<file path="src/rtl/cpu_types_pkg.sv">
// Shared CPU pipeline types: data/register widths, write-back source select,
// load-hold FSM states and the MEM/WB latch layout.
package cpu_types_pkg;
  typedef logic [31:0] word_t;
  typedef logic [4:0]  regbits_t;

  typedef enum logic [1:0] {
    SEL_ALU = 2'd0,
    SEL_MEM = 2'd1,
    SEL_NPC = 2'd2,
    SEL_RSV = 2'd3
  } regsel_t;

  typedef enum logic {
    IDLE = 1'b0,
    HELD = 1'b1
  } holdstate_t;

  typedef struct packed {
    logic     valid;
    logic     regWr;
    regsel_t  regSel;
    regbits_t regDst;
    word_t    alu_out;
    word_t    load;
    word_t    npc;
  } wb_latch_t;

  localparam wb_latch_t WB_BUBBLE = '0;

  // Reserved select code falls back to the ALU result.
  function automatic word_t wb_mux(input regsel_t sel, input word_t alu,
                                   input word_t ld, input word_t npc);
    case (sel)
      SEL_MEM: wb_mux = ld;
      SEL_NPC: wb_mux = npc;
      default: wb_mux = alu;
    endcase
  endfunction
endpackage

</file>
<file path="src/rtl/writeback_stage_load_hold_buf.sv">
// One-entry buffer that keeps a load result which completed while the
// pipeline was stalled on ihit, plus the stage advance qualifier.
module load_hold_buf
  import cpu_types_pkg::*;
(
  input  logic  clk,
  input  logic  rst,
  input  logic  ihit,
  input  logic  dhit,
  input  logic  flush,
  input  logic  dmemREN,
  input  word_t dmemload_next,
  output logic  held,
  output logic  advance,
  output word_t ld_data
);

  holdstate_t state, state_nx;
  word_t      hold_q;

  always_ff @(posedge clk) begin
    if (rst) begin
      state  <= IDLE;
      hold_q <= '0;
    end else begin
      state <= state_nx;
      if (state == IDLE && state_nx == HELD) hold_q <= dmemload_next;
    end
  end

  // A second dhit while HELD is ignored so the captured word is never lost.
  always_comb begin
    state_nx = state;
    if (flush) state_nx = IDLE;
    else begin
      case (state)
        IDLE:    if (dmemREN && dhit && !ihit) state_nx = HELD;
        HELD:    if (advance) state_nx = IDLE;
        default: state_nx = IDLE;
      endcase
    end
  end

  always_comb begin
    held    = (state == HELD);
    advance = ihit & (~dmemREN | dhit | held);
    ld_data = held ? hold_q : dmemload_next;
  end

endmodule

</file>
<file path="src/rtl/writeback_stage.sv">
// MEM/WB latch and register-file write-back mux, with load-hold buffer,
// sticky halt and retired-instruction counter.
module writeback_stage
  import cpu_types_pkg::*;
#(
  parameter int CNT_W = 32
) (
  input  logic             CLK,
  input  logic             RST,
  input  logic             ihit,
  input  logic             dhit,
  input  logic             flush,
  input  logic             dmemREN,
  input  word_t            nPC_next,
  input  logic             regWr_next,
  input  regsel_t          regSel_next,
  input  regbits_t         regDst_next,
  input  word_t            ALUOut_next,
  input  word_t            dmemload_next,
  input  logic             halt_next,
  output logic             WEN,
  output regbits_t         wsel,
  output word_t            wdat,
  output logic             fwd_valid,
  output regbits_t         fwd_reg,
  output word_t            fwd_data,
  output logic             halt,
  output logic [CNT_W-1:0] instr_count
);

  logic      held, advance;
  word_t     ld_data;
  wb_latch_t lat;
  logic      wb_pend;
  logic      halt_q;
  logic [CNT_W-1:0] cnt;

  load_hold_buf u_hold (
    .clk           (CLK),
    .rst           (RST),
    .ihit          (ihit),
    .dhit          (dhit),
    .flush         (flush),
    .dmemREN       (dmemREN),
    .dmemload_next (dmemload_next),
    .held          (held),
    .advance       (advance),
    .ld_data       (ld_data)
  );

  // flush beats advance: a bubble is captured and nothing retires.
  always_ff @(posedge CLK) begin
    if (RST) begin
      lat     <= WB_BUBBLE;
      wb_pend <= 1'b0;
      halt_q  <= 1'b0;
      cnt     <= '0;
    end else if (flush) begin
      lat     <= WB_BUBBLE;
      wb_pend <= 1'b0;
    end else if (advance) begin
      lat.valid   <= 1'b1;
      lat.regWr   <= regWr_next;
      lat.regSel  <= regSel_next;
      lat.regDst  <= regDst_next;
      lat.alu_out <= ALUOut_next;
      lat.load    <= ld_data;
      lat.npc     <= nPC_next;
      wb_pend     <= 1'b1;
      if (halt_next) halt_q <= 1'b1;
      if (!halt_q)   cnt    <= cnt + CNT_W'(1);
    end else begin
      wb_pend <= 1'b0;
    end
  end

  always_comb begin
    wsel        = lat.regDst;
    wdat        = wb_mux(lat.regSel, lat.alu_out, lat.load, lat.npc);
    fwd_valid   = lat.valid & lat.regWr & (lat.regDst != '0);
    WEN         = wb_pend & fwd_valid;
    fwd_reg     = wsel;
    fwd_data    = wdat;
    halt        = halt_q;
    instr_count = cnt;
  end

endmodule

</file>
<file path="config.mk">
export PLATFORM = sky130hd
export DESIGN_NAME = writeback_stage
export DESIGN_NICKNAME = d
export VERILOG_FILES = /design/src/rtl/cpu_types_pkg.sv /design/src/rtl/writeback_stage_load_hold_buf.sv /design/src/rtl/writeback_stage.sv
export SDC_FILE = /design/constraint.sdc
export NUM_CORES = 1
export LEC_CHECK = 0
export CAP_MARGIN = 15
export CORE_ASPECT_RATIO = 1.75
export CORE_MARGIN = 8
export CORE_UTILIZATION = 40
export DETAILED_ROUTE_END_ITERATION = 8
export PLACE_DENSITY = 0.69
export SLEW_MARGIN = 20
export SYNTH_ARGS = -nofsm -noshare
export SYNTH_HDL_FRONTEND = slang
export SYNTH_SLANG_ARGS = --single-unit
</file>
<file path="constraint.sdc">
create_clock -name CLK -period 2.3 [get_ports CLK]
set_clock_uncertainty 0.2 [all_clocks]
set_input_delay 0.46 -clock CLK [delete_from_list [all_inputs] [get_ports CLK]]
set_output_delay 0.46 -clock CLK [all_outputs]
set_load 0.05 [all_outputs]
</file>
== After elaboration in Yosys (flattened, before gate mapping) ==
Cells that the tools add are included.
Storage, ports and cells
  word-level logic and storage cells: 40
  input port bits: 111
  bits in registers: 172
Cells by class
  reductions and logical operators: 8
  equal/unequal tests: 2
  bitwise logic cells: 10
  muxes and demuxes: 7
  $add $sub $neg: 1
Operators with widths (count)
  one-hot mux 32 bit (2 select lines): 1
  adder 32 x 1 -> 32 bit (second input constant): 1
  2-to-1 mux 32 bit: 1
  AND reduction 3 bit: 2
  nonzero test 5 bit: 1
  AND 1 bit: 4
  2-to-1 mux 1 bit: 4
  NOT 1 bit: 4
  logical AND 1 bit: 3
  equality test 2 x 1 -> 1 bit (second input constant): 1
  equality test 2 bit (second input constant): 1
  OR 1 bit: 2
  one-hot mux 1 bit (2 select lines): 1
  OR reduction 2 bit: 1
  zero test 1 bit: 1

== Depth between registers and ports, before layout ==
Gate-level depths: netlist of the first run.
  word-level depth: 8
  gate-level depth with buffers: 7
  depth with buffers taken out: 6

== By module ==
Synthesis of the first run repeated with hierarchy kept, for this count alone.
Unflattened totals
  cell total of the unflattened synthesis: 862
  area, all modules: 8070.2 µm²
Modules (own cells, without submodules)
  writeback_stage: seq. area each 2782.7 µm², times used 1, area an instance 6188.4 µm², cells each 681
  load_hold_buf: seq. area each 660.6 µm², times used 1, area an instance 1881.8 µm², cells each 181

== Least setup slack after synthesis of the first run ==
No wires, ideal clock.
  kind: register -> output
  from: reg lat[101] in the netlist's numbering
  to: out wdat[11]
  path slack: -907 ps
  stages on the path, launching flop included: 7
  required time: 1640 ps
  arrival time: 2547 ps
  path buffers: 3
  cells stage by stage: dfxtp_1 inv_1 ha_1 clkbuf_1 clkbuf_1 o21ai_0 buf_4
On the way
  word-level cells in the longest chain between the ends: 2
  elaborated cells on any way between the ends: 3
RTL lines
  start, declared: line writeback_stage.sv:33  | wb_latch_t lat;
  equality test 2 bit / equality test 2 x 1 -> 1 bit (equally long branches): line cpu_types_pkg.sv:34  | case (sel)
  one-hot mux 32 bit (2 select lines) *: line cpu_types_pkg.sv:34
  end, declared: line writeback_stage.sv:23  | output word_t wdat,
Mark *: on every way between the ends. The rest lies on a longest branch, timed or not.

== Worst setup path after layout of the first run ==
  from: reg lat[101] in the netlist's numbering
  to: out fwd_data[20]
On the way
  word-level cells in the longest chain between the ends: 2
  elaborated cells on any way between the ends: 3
RTL lines
  equality test 2 bit / equality test 2 x 1 -> 1 bit (equally long branches): line cpu_types_pkg.sv:34
  one-hot mux 32 bit (2 select lines) *: line cpu_types_pkg.sv:34
  end, declared: line writeback_stage.sv:26  | output word_t fwd_data,
Marks and branches as above.

==> flow_metrics.env, run 1 <==
export IMPL_outcome="complete, but fails checks"
export IMPL_layout_cell_area_non_filler_um2=12000
export IMPL_critical_path_max_fanout=11
export IMPL_cts_hold_buf=0
export IMPL_regMostFlops="lat"
export IMPL_grt_pass1_wl_mm=38.2
export IMPL_mean_instance_size_in_the_synthesized_netlist_um2=7.95
export IMPL_finalWirelength_mm=24.1
export IMPL_leak_pwr_nw=4.29
export IMPL_insertion_delay_ps=420
export IMPL_whs_path_depth=2
export IMPL_synth_xor_xnor_area_share=0.0243
export IMPL_flip_flop_count_of_the_largest_register_after_layout=100
export IMPL_grt_setup_unrepaired="true"
export IMPL_synth_edf_count=0
export IMPL_tightest_slew_ps=554
export IMPL_syn_num_nets=1065
export IMPL_tritoncts="done"
export IMPL_crit_reg2reg_launch="instr_count[19]"
export IMPL_synth_compound_gate_area_share=0.168
export IMPL_netlist_instances=951
export IMPL_clock_tree_root="sky130_fd_sc_hd__clkbuf_16"
export IMPL_period_minus_slack_ps=2440
export IMPL_timing_max_slew_rel_slack=0.630
export IMPL_flow_area_growth_from_synthesis_pct=58.6
export IMPL_grt_util_all_layers=0.202
export IMPL_synth_ff_latch_count=172
export IMPL_dieWidth_um=120
export IMPL_post_synth_top_count_cell="sky130_fd_sc_hd__nand2_1"
export IMPL_dr_pass1_iters=4
export IMPL_cp_arrival_ps=1780
export IMPL_critical_path_startpoint_type="register"
export IMPL_start_util=0.407
export IMPL_vias_in_the_first_global_route=7262
export IMPL_place_detailed_hpwl_mm=17.5
export IMPL_regArea_um2=3460
export IMPL_placed_cell_area_um2=10900
export IMPL_synth_largest_type_area_fraction=0.456
export IMPL_max_clock_path_buffers=2
export IMPL_hp_class="input port to register"
export IMPL_netlist_top_cells_count="sky130_fd_sc_hd__nand2_1 (256), sky130_fd_sc_hd__dfxtp_1 (172), sky130_fd_sc_hd__a21oi_1 (109), sky130_fd_sc_hd__nor2_1 (65), sky130_fd_sc_hd__clkbuf_1 (52)"
export IMPL_reported_max_cap_violation_count=0
export IMPL_finish_net_count=1252
export IMPL_fraction_of_final_layout_cells_with_drive_strength_greater_than_1=0.245
export IMPL_fmax_ghz=0.410
export IMPL_route_detailed_drc=0
export IMPL_grt_max_degree=40
export IMPL_postSynth_asyncResetShare=0
export IMPL_dominant_combinational_cell_family_by_area_after_synthesis="simple AND/OR/NAND/NOR gates"
export IMPL_post_dr_vias_cell=5.12
export IMPL_setup_viol=66
export IMPL_period_share=1.06
export IMPL_p_total_mw=6.89
export IMPL_boundaryPins=220
export IMPL_clock_sinks=172
export IMPL_yosys_area_share_adder=0.00497
export IMPL_ys_types=47
export IMPL_die_area_um2=23700
export IMPL_crit_reg2reg_capture="instr_count[29]"
export IMPL_synthDominantAreaCellType="sky130_fd_sc_hd__dfxtp_1"
export IMPL_reg2reg_depth=5
export IMPL_routabilityCongestion=0.827
export IMPL_synth_mux_area_frac=0.0467
export IMPL_tritoncts_num_buffers=17
export IMPL_port_buffers=219
export IMPL_die_h_um=198
export IMPL_route_antenna_remaining_nets=0
export IMPL_r2r_slack_ps=170
export IMPL_core_area_um2=18600
export IMPL_crit_start="lat[101]"
export IMPL_drt_iter0_markers=389
export IMPL_fill_cells=1498
export IMPL_synth_cell_area_um2=7560
export IMPL_setup_ws_ps=-140
export IMPL_violations="negative setup slack"
export IMPL_yosys_top_cells_area="sky130_fd_sc_hd__dfxtp_1 (46%), sky130_fd_sc_hd__nand2_1 (13%), sky130_fd_sc_hd__a21oi_1 (7.2%), sky130_fd_sc_hd__buf_4 (4.4%), sky130_fd_sc_hd__mux2i_1 (4.4%)"
export IMPL_report_final_hold_viol_count=0
export IMPL_path_class="register to output port"
export IMPL_timing_final_max_slew_violations=0
export IMPL_cp_required_ps=1640
export IMPL_antenna_found_initial=3
export IMPL_number_of_warning_messages_in_the_yosys_log=0
export IMPL_power_per_cell_area_nw_per_um2=575
export IMPL_worst_setup_path_endpoint="fwd_data[20]"
export IMPL_max_vdd_ir_drop_mv=0.386
export IMPL_vias=7124
export IMPL_ys_seq_area_frac=0.456
export IMPL_worst_setup_hold_path_clk_slew_ps=70
export IMPL_synth_simple_area_share=0.214
export IMPL_htreeDepth=4
export IMPL_synth_flop_cell="sky130_fd_sc_hd__dfxtp_1"
export IMPL_area_of_the_multi_input_gates_um2=4090
export IMPL_end_kind="output port"
export IMPL_num_rows=66
export IMPL_grt_overflow_total=0
export IMPL_wire_per_inst_um=17.3
==> repair_timing <==
action / CTS / global route
gates cloned: 4 / 0
pin swaps: 20 / 23
hold endpoints to repair: 0 / 0
setup endpoints to repair: 93 / 69
buffers inserted: 16 / 0
gates resized for setup: 93 / 26
==> critical path, stage by stage (launching register included) <==
cell,delay [ps]
sky130_fd_sc_hd__dfxtp_2,340
sky130_fd_sc_hd__buf_4,120
sky130_fd_sc_hd__ha_4,210
sky130_fd_sc_hd__buf_16,170
sky130_fd_sc_hd__a22oi_2,90
sky130_fd_sc_hd__o21ai_4,240
sky130_fd_sc_hd__buf_12,170
==> final cells by class <==
class | instances | share of cell area
clock inverters | 11 | 0.00700
well taps | 238 | 0.0249
inverters | 9 | 0.00282
repair buffers | 278 | 0.295
multi-input cells | 660 | 0.342
flip-flops and latches | 172 | 0.288
clock buffers | 21 | 0.0401
diodes | 3 | 0.000627
==> metal layers <==
metal | share of wire | vias to the layer above | global-route usage
met1 | 0.38 | 3344 | 0.212
met3 | 0.056 | 40 | 0.0550
met4 | 0.035 | 0 | 0.104
met2 | 0.53 | 177 | 0.360
li1 | - | 3563 | -
met5 | 0 | - | 0
==> how the worst min path moves through the flow <==
stage / from / slack (ps) / to
final: RST / 140 / instr_count[23]
after detailed placement: u_hold.hold_q[3] / 250 / u_hold.hold_q[3]
after global placement: u_hold.hold_q[14] / 240 / u_hold.hold_q[14]
after CTS: RST / 130 / instr_count[23]
after floorplan: u_hold.hold_q[0] / 230 / u_hold.hold_q[0]
after global routing: RST / 130 / instr_count[23]
==> per-stage QoR <==
stage               TNS, ps  utilization  std cells  setup slack, ps  hold WS (ps)
floorplan             -1230            -        951             -127           234
global placement     -12150        0.586       1339             -167           241
detailed placement   -16720        0.586       1339             -237           247
CTS                   -9290        0.643       1391             -182           131
global route         -11930        0.645       1392             -208           132
finish                -8060        0.645       1392             -140           144
==> where the power goes <==
group          switching (mW)  internal, mW  total (mW)
combinational           0.553         0.513        1.07
sequential             0.0533          3.06        3.11
clock                    1.21          1.51        2.71
==> logic make-up (layout without fill, tap and decap cells) <==
| family | count (synthesis) | in the layout |
|---|---|---|
| other cells | 0 | 3 |
| simple gates | 384 | 384 |
| flops | 172 | 172 |
| xor+xnor | 21 | 21 |
| fa+ha+maj | 3 | 3 |
| buf+inv | 119 | 319 |
| mux | 35 | 35 |
| compound gates | 217 | 217 |
==> placed cells by master, fill, tap and decap left out, types with 32 or more instances in the layout <==
cell type,Yosys,layout
sky130_fd_sc_hd__buf_4,44,42
sky130_fd_sc_hd__a22oi_2,0,32
sky130_fd_sc_hd__nor2_1,65,65
sky130_fd_sc_hd__a21oi_1,109,109
sky130_fd_sc_hd__o21ai_4,0,32
sky130_fd_sc_hd__clkdlybuf4s50_1,0,111
sky130_fd_sc_hd__a211oi_1,32,32
sky130_fd_sc_hd__buf_12,0,82
sky130_fd_sc_hd__dfxtp_1,172,162
sky130_fd_sc_hd__nand2_1,256,235
sky130_fd_sc_hd__mux2i_1,33,33
No activity file was read; power rests on OpenSTA's default activity.
==> run 2, diff against run 1 <==
--- a/config.mk
+++ b/config.mk
@@ -10,7 +10,7 @@
 export CORE_MARGIN = 8
 export CORE_UTILIZATION = 40
 export DETAILED_ROUTE_END_ITERATION = 8
-export PLACE_DENSITY = 0.69
+export PLACE_DENSITY = 0.78
 export SLEW_MARGIN = 20
 export SYNTH_ARGS = -nofsm -noshare
 export SYNTH_HDL_FRONTEND = slang
==> constraint.sdc (replaced) <==
create_clock -name CLK -period 2.3 [get_ports CLK]
set_clock_uncertainty 0.2 [all_clocks]
set_input_delay 0.46 -clock CLK [delete_from_list [all_inputs] [get_ports CLK]]
set_output_delay 0.46 -clock CLK [all_outputs]
set_load 0.02 [all_outputs]
==> run 2 against run 1 <==
- the run still ends with negative setup slack left
- non-clock buffer count grew 23
- total power grew 5.7%
- core utilization shrank 0.32 points
- worst hold slack gained 83 ps
- via count grew 6.0%
- sequential share of layout area grew 0.11 points
- combinational power shrank 9.5%
- count of clock-buffer cells in the layout shrank 3
- first-iteration DRC count grew 35%
- final area shrank 0.49%
- global-route usage grew 0.40 points
- critical path type unchanged
==> flow_metrics.env, run 2 (synthesized netlist as in run 1, its figures left out) <==
export IMPL_outcome="complete, but fails checks"
export IMPL_violations="negative setup slack"
export IMPL_boundaryPins=220
export IMPL_worst_setup_path_endpoint="wdat[9]"
export IMPL_drt_iter0_markers=527
export IMPL_timing_max_slew_rel_slack=0.627
export IMPL_vias_in_the_first_global_route=7518
export IMPL_pre_cts_slack_ps=-345
export IMPL_cp_arrival_ps=1830
export IMPL_final_instance_count_excl_fill=1412
export IMPL_clock_sinks=172
export IMPL_crit_reg2reg_capture="instr_count[31]"
export IMPL_power_per_cell_area_nw_per_um2=611
export IMPL_crit_start="lat[101]"
export IMPL_clockPowerShare=0.440
export IMPL_path_class="register to output port"
export IMPL_fmax_ghz=0.401
export IMPL_fraction_of_final_layout_cells_with_drive_strength_greater_than_1=0.247
export IMPL_sequentialPowerShare=0.427
export IMPL_place_detailed_hpwl_mm=16.4
export IMPL_dr_pass1_iters=5
export IMPL_num_rows=66
export IMPL_wire_per_inst_um=18.8
export IMPL_start_util=0.407
export IMPL_critPathSlowestCell="sky130_fd_sc_hd__dfxtp_2"
export IMPL_numPlacedInstances=1344
export IMPL_whs_path_depth=3
export IMPL_r2r_slack_ps=130
export IMPL_port_buffers=219
export IMPL_crit_reg2reg_launch="instr_count[20]"
export IMPL_placed_cell_area_um2=9930
export IMPL_tritoncts_num_buffers=17
export IMPL_timing_critical_path_slowest_cell_delay_ps=340
export IMPL_worst_setup_hold_path_clk_slew_ps=60
export IMPL_vias=7549
export IMPL_critical_path_startpoint_type="register"
export IMPL_finish_net_count=1275
export IMPL_timing_final_max_slew_violations=0
export IMPL_commonest_cells_after_routing_fill_and_taps_aside="sky130_fd_sc_hd__nand2_1 (231), sky130_fd_sc_hd__dfxtp_1 (167), sky130_fd_sc_hd__clkdlybuf4s50_1 (152)"
export IMPL_route_antenna_remaining_nets=0
export IMPL_intPower_mw=5.57
export IMPL_die_area_um2=23700
export IMPL_flow_area_growth_from_synthesis_pct=57.8
export IMPL_setup_ws_ps=-195
export IMPL_final_common_cell="sky130_fd_sc_hd__nand2_1"
export IMPL_grt_util_all_layers=0.206
export IMPL_layout_cell_area_non_filler_um2=11900
export IMPL_busiest_layer="met2"
export IMPL_die_h_um=198
export IMPL_fin_util=0.642
export IMPL_htreeDepth=4
export IMPL_report_final_hold_viol_count=0
export IMPL_insertion_delay_ps=430
export IMPL_p_sw_frac=0.235
export IMPL_max_clock_path_buffers=2
export IMPL_route_detailed_drc=0
export IMPL_flip_flop_count_of_the_largest_register_after_layout=100
export IMPL_antenna_found_initial=3
export IMPL_routabilityCongestion=0.839
export IMPL_core_area_um2=18600
export IMPL_finalWirelength_mm=26.5
export IMPL_hold_slack_ps=227
export IMPL_met3_usage=0.0616
export IMPL_critical_path_max_fanout=6
export IMPL_grt_pass1_wl_mm=38.9
export IMPL_critical_path_cell_chain="inv_2 > ha_4 > buf_12 > buf_16 > o21ai_4 > buf_6 > buf_6"
export IMPL_grt_use_met2=0.374
export IMPL_comb_power_share=0.133
export IMPL_reported_max_cap_violation_count=0
export IMPL_cp_required_ps=1640
export IMPL_max_vdd_ir_drop_mv=0.457
export IMPL_period_share=1.08
export IMPL_critical_path_most_common_cell="sky130_fd_sc_hd__buf_6"
export IMPL_regMostFlops="lat"
export IMPL_reg2reg_depth=5
export IMPL_setup_viol=65
export IMPL_hp_class="input port to register"
export IMPL_grt_overflow_total=0
export IMPL_post_dr_vias_cell=5.35
export IMPL_clock_tree_root="sky130_fd_sc_hd__clkbuf_16"
export IMPL_dieWidth_um=120
export IMPL_period_minus_slack_ps=2490
export IMPL_p_sw_mw=1.71
export IMPL_grt_max_degree=76
export IMPL_grt_setup_unrepaired="true"
export IMPL_tightest_slew_ps=560
export IMPL_tritoncts="done"
export IMPL_fill_cells=1409
export IMPL_gr_usage_met1=0.201
export IMPL_end_kind="output port"
export IMPL_leak_pwr_nw=4.22
-- run 2: changes by cell type in the layout (fill, tap and decap cells not counted), sizes merged --
cell,before,now
clkinvlp,4,1
clkinv,4,3
dlygate4sd2,27,0
inv,12,10
buf,137,145
bufinv,0,6
clkdlybuf4s50,111,152
bufbuf,0,1
dlymetal6s2s,3,0
-- run 2: through the flow --
step / TNS, ps / power, mW
2_1_floorplan: -342 / 3.54
3_5_place_dp: -20240 / 3.93
5_1_grt: -11750 / 7.52
3_3_place_gp: -11750 / 3.91
4_1_cts: -8920 / 7.25
6_report: -8130 / 7.29
-- run 2: final cells by class --
cell class	instances	area, um^2	share of cell area
multi-input cells	660	4110	0.345
flip-flops and latches	172	3450	0.290
repair buffers	301	3370	0.283
clock buffers	18	429	0.0360
well taps	238	298	0.0250
clock inverters	11	219	0.0184
inverters	9	33.8	0.00283
diodes	3	7.51	0.000630
-- run 2: routing by layer --
| layer | vias to the layer above | part of all wire |
|---|---|---|
| li1 | 3624 | - |
| met1 | 3531 | 0.35 |
| met2 | 309 | 0.53 |
| met3 | 85 | 0.063 |
| met4 | 0 | 0.054 |
| met5 | - | 0 |
-- run 2: worst max-delay path, delay by kind of cell, from the launching register on --
family	cells	cell delay [ps]
buf+inv	5	580
compound gates	1	190
flops	1	340
fa+ha+maj	1	280
-- run 2: worst min-delay path by stage --
stage                      startpoint                 to
CTS                               RST    instr_count[25]
floorplan            u_hold.hold_q[0]   u_hold.hold_q[0]
detailed placement  u_hold.hold_q[26]  u_hold.hold_q[26]
global placement     u_hold.hold_q[5]   u_hold.hold_q[5]
global route                      RST    instr_count[25]
finish                            RST    instr_count[25]
-- run 2: repair_timing --
item / CTS / global route
setup endpoints to repair: 67 / 67
buffers inserted: 15 / 14
resized for setup: 497 / 73
hold buffers: 0 / 0
gates cloned: 10 / 3
pin swaps: 21 / 31
-- run 2: power groups by stage --
stage	Sequential, mW	Clock, mW	Combinational (mW)
floorplan	3.16	0	0.382
global placement	3.16	0	0.752
detailed placement	3.16	0	0.761
CTS	3.11	3.26	0.891
global route	3.12	3.37	1.03
finish	3.11	3.21	0.968
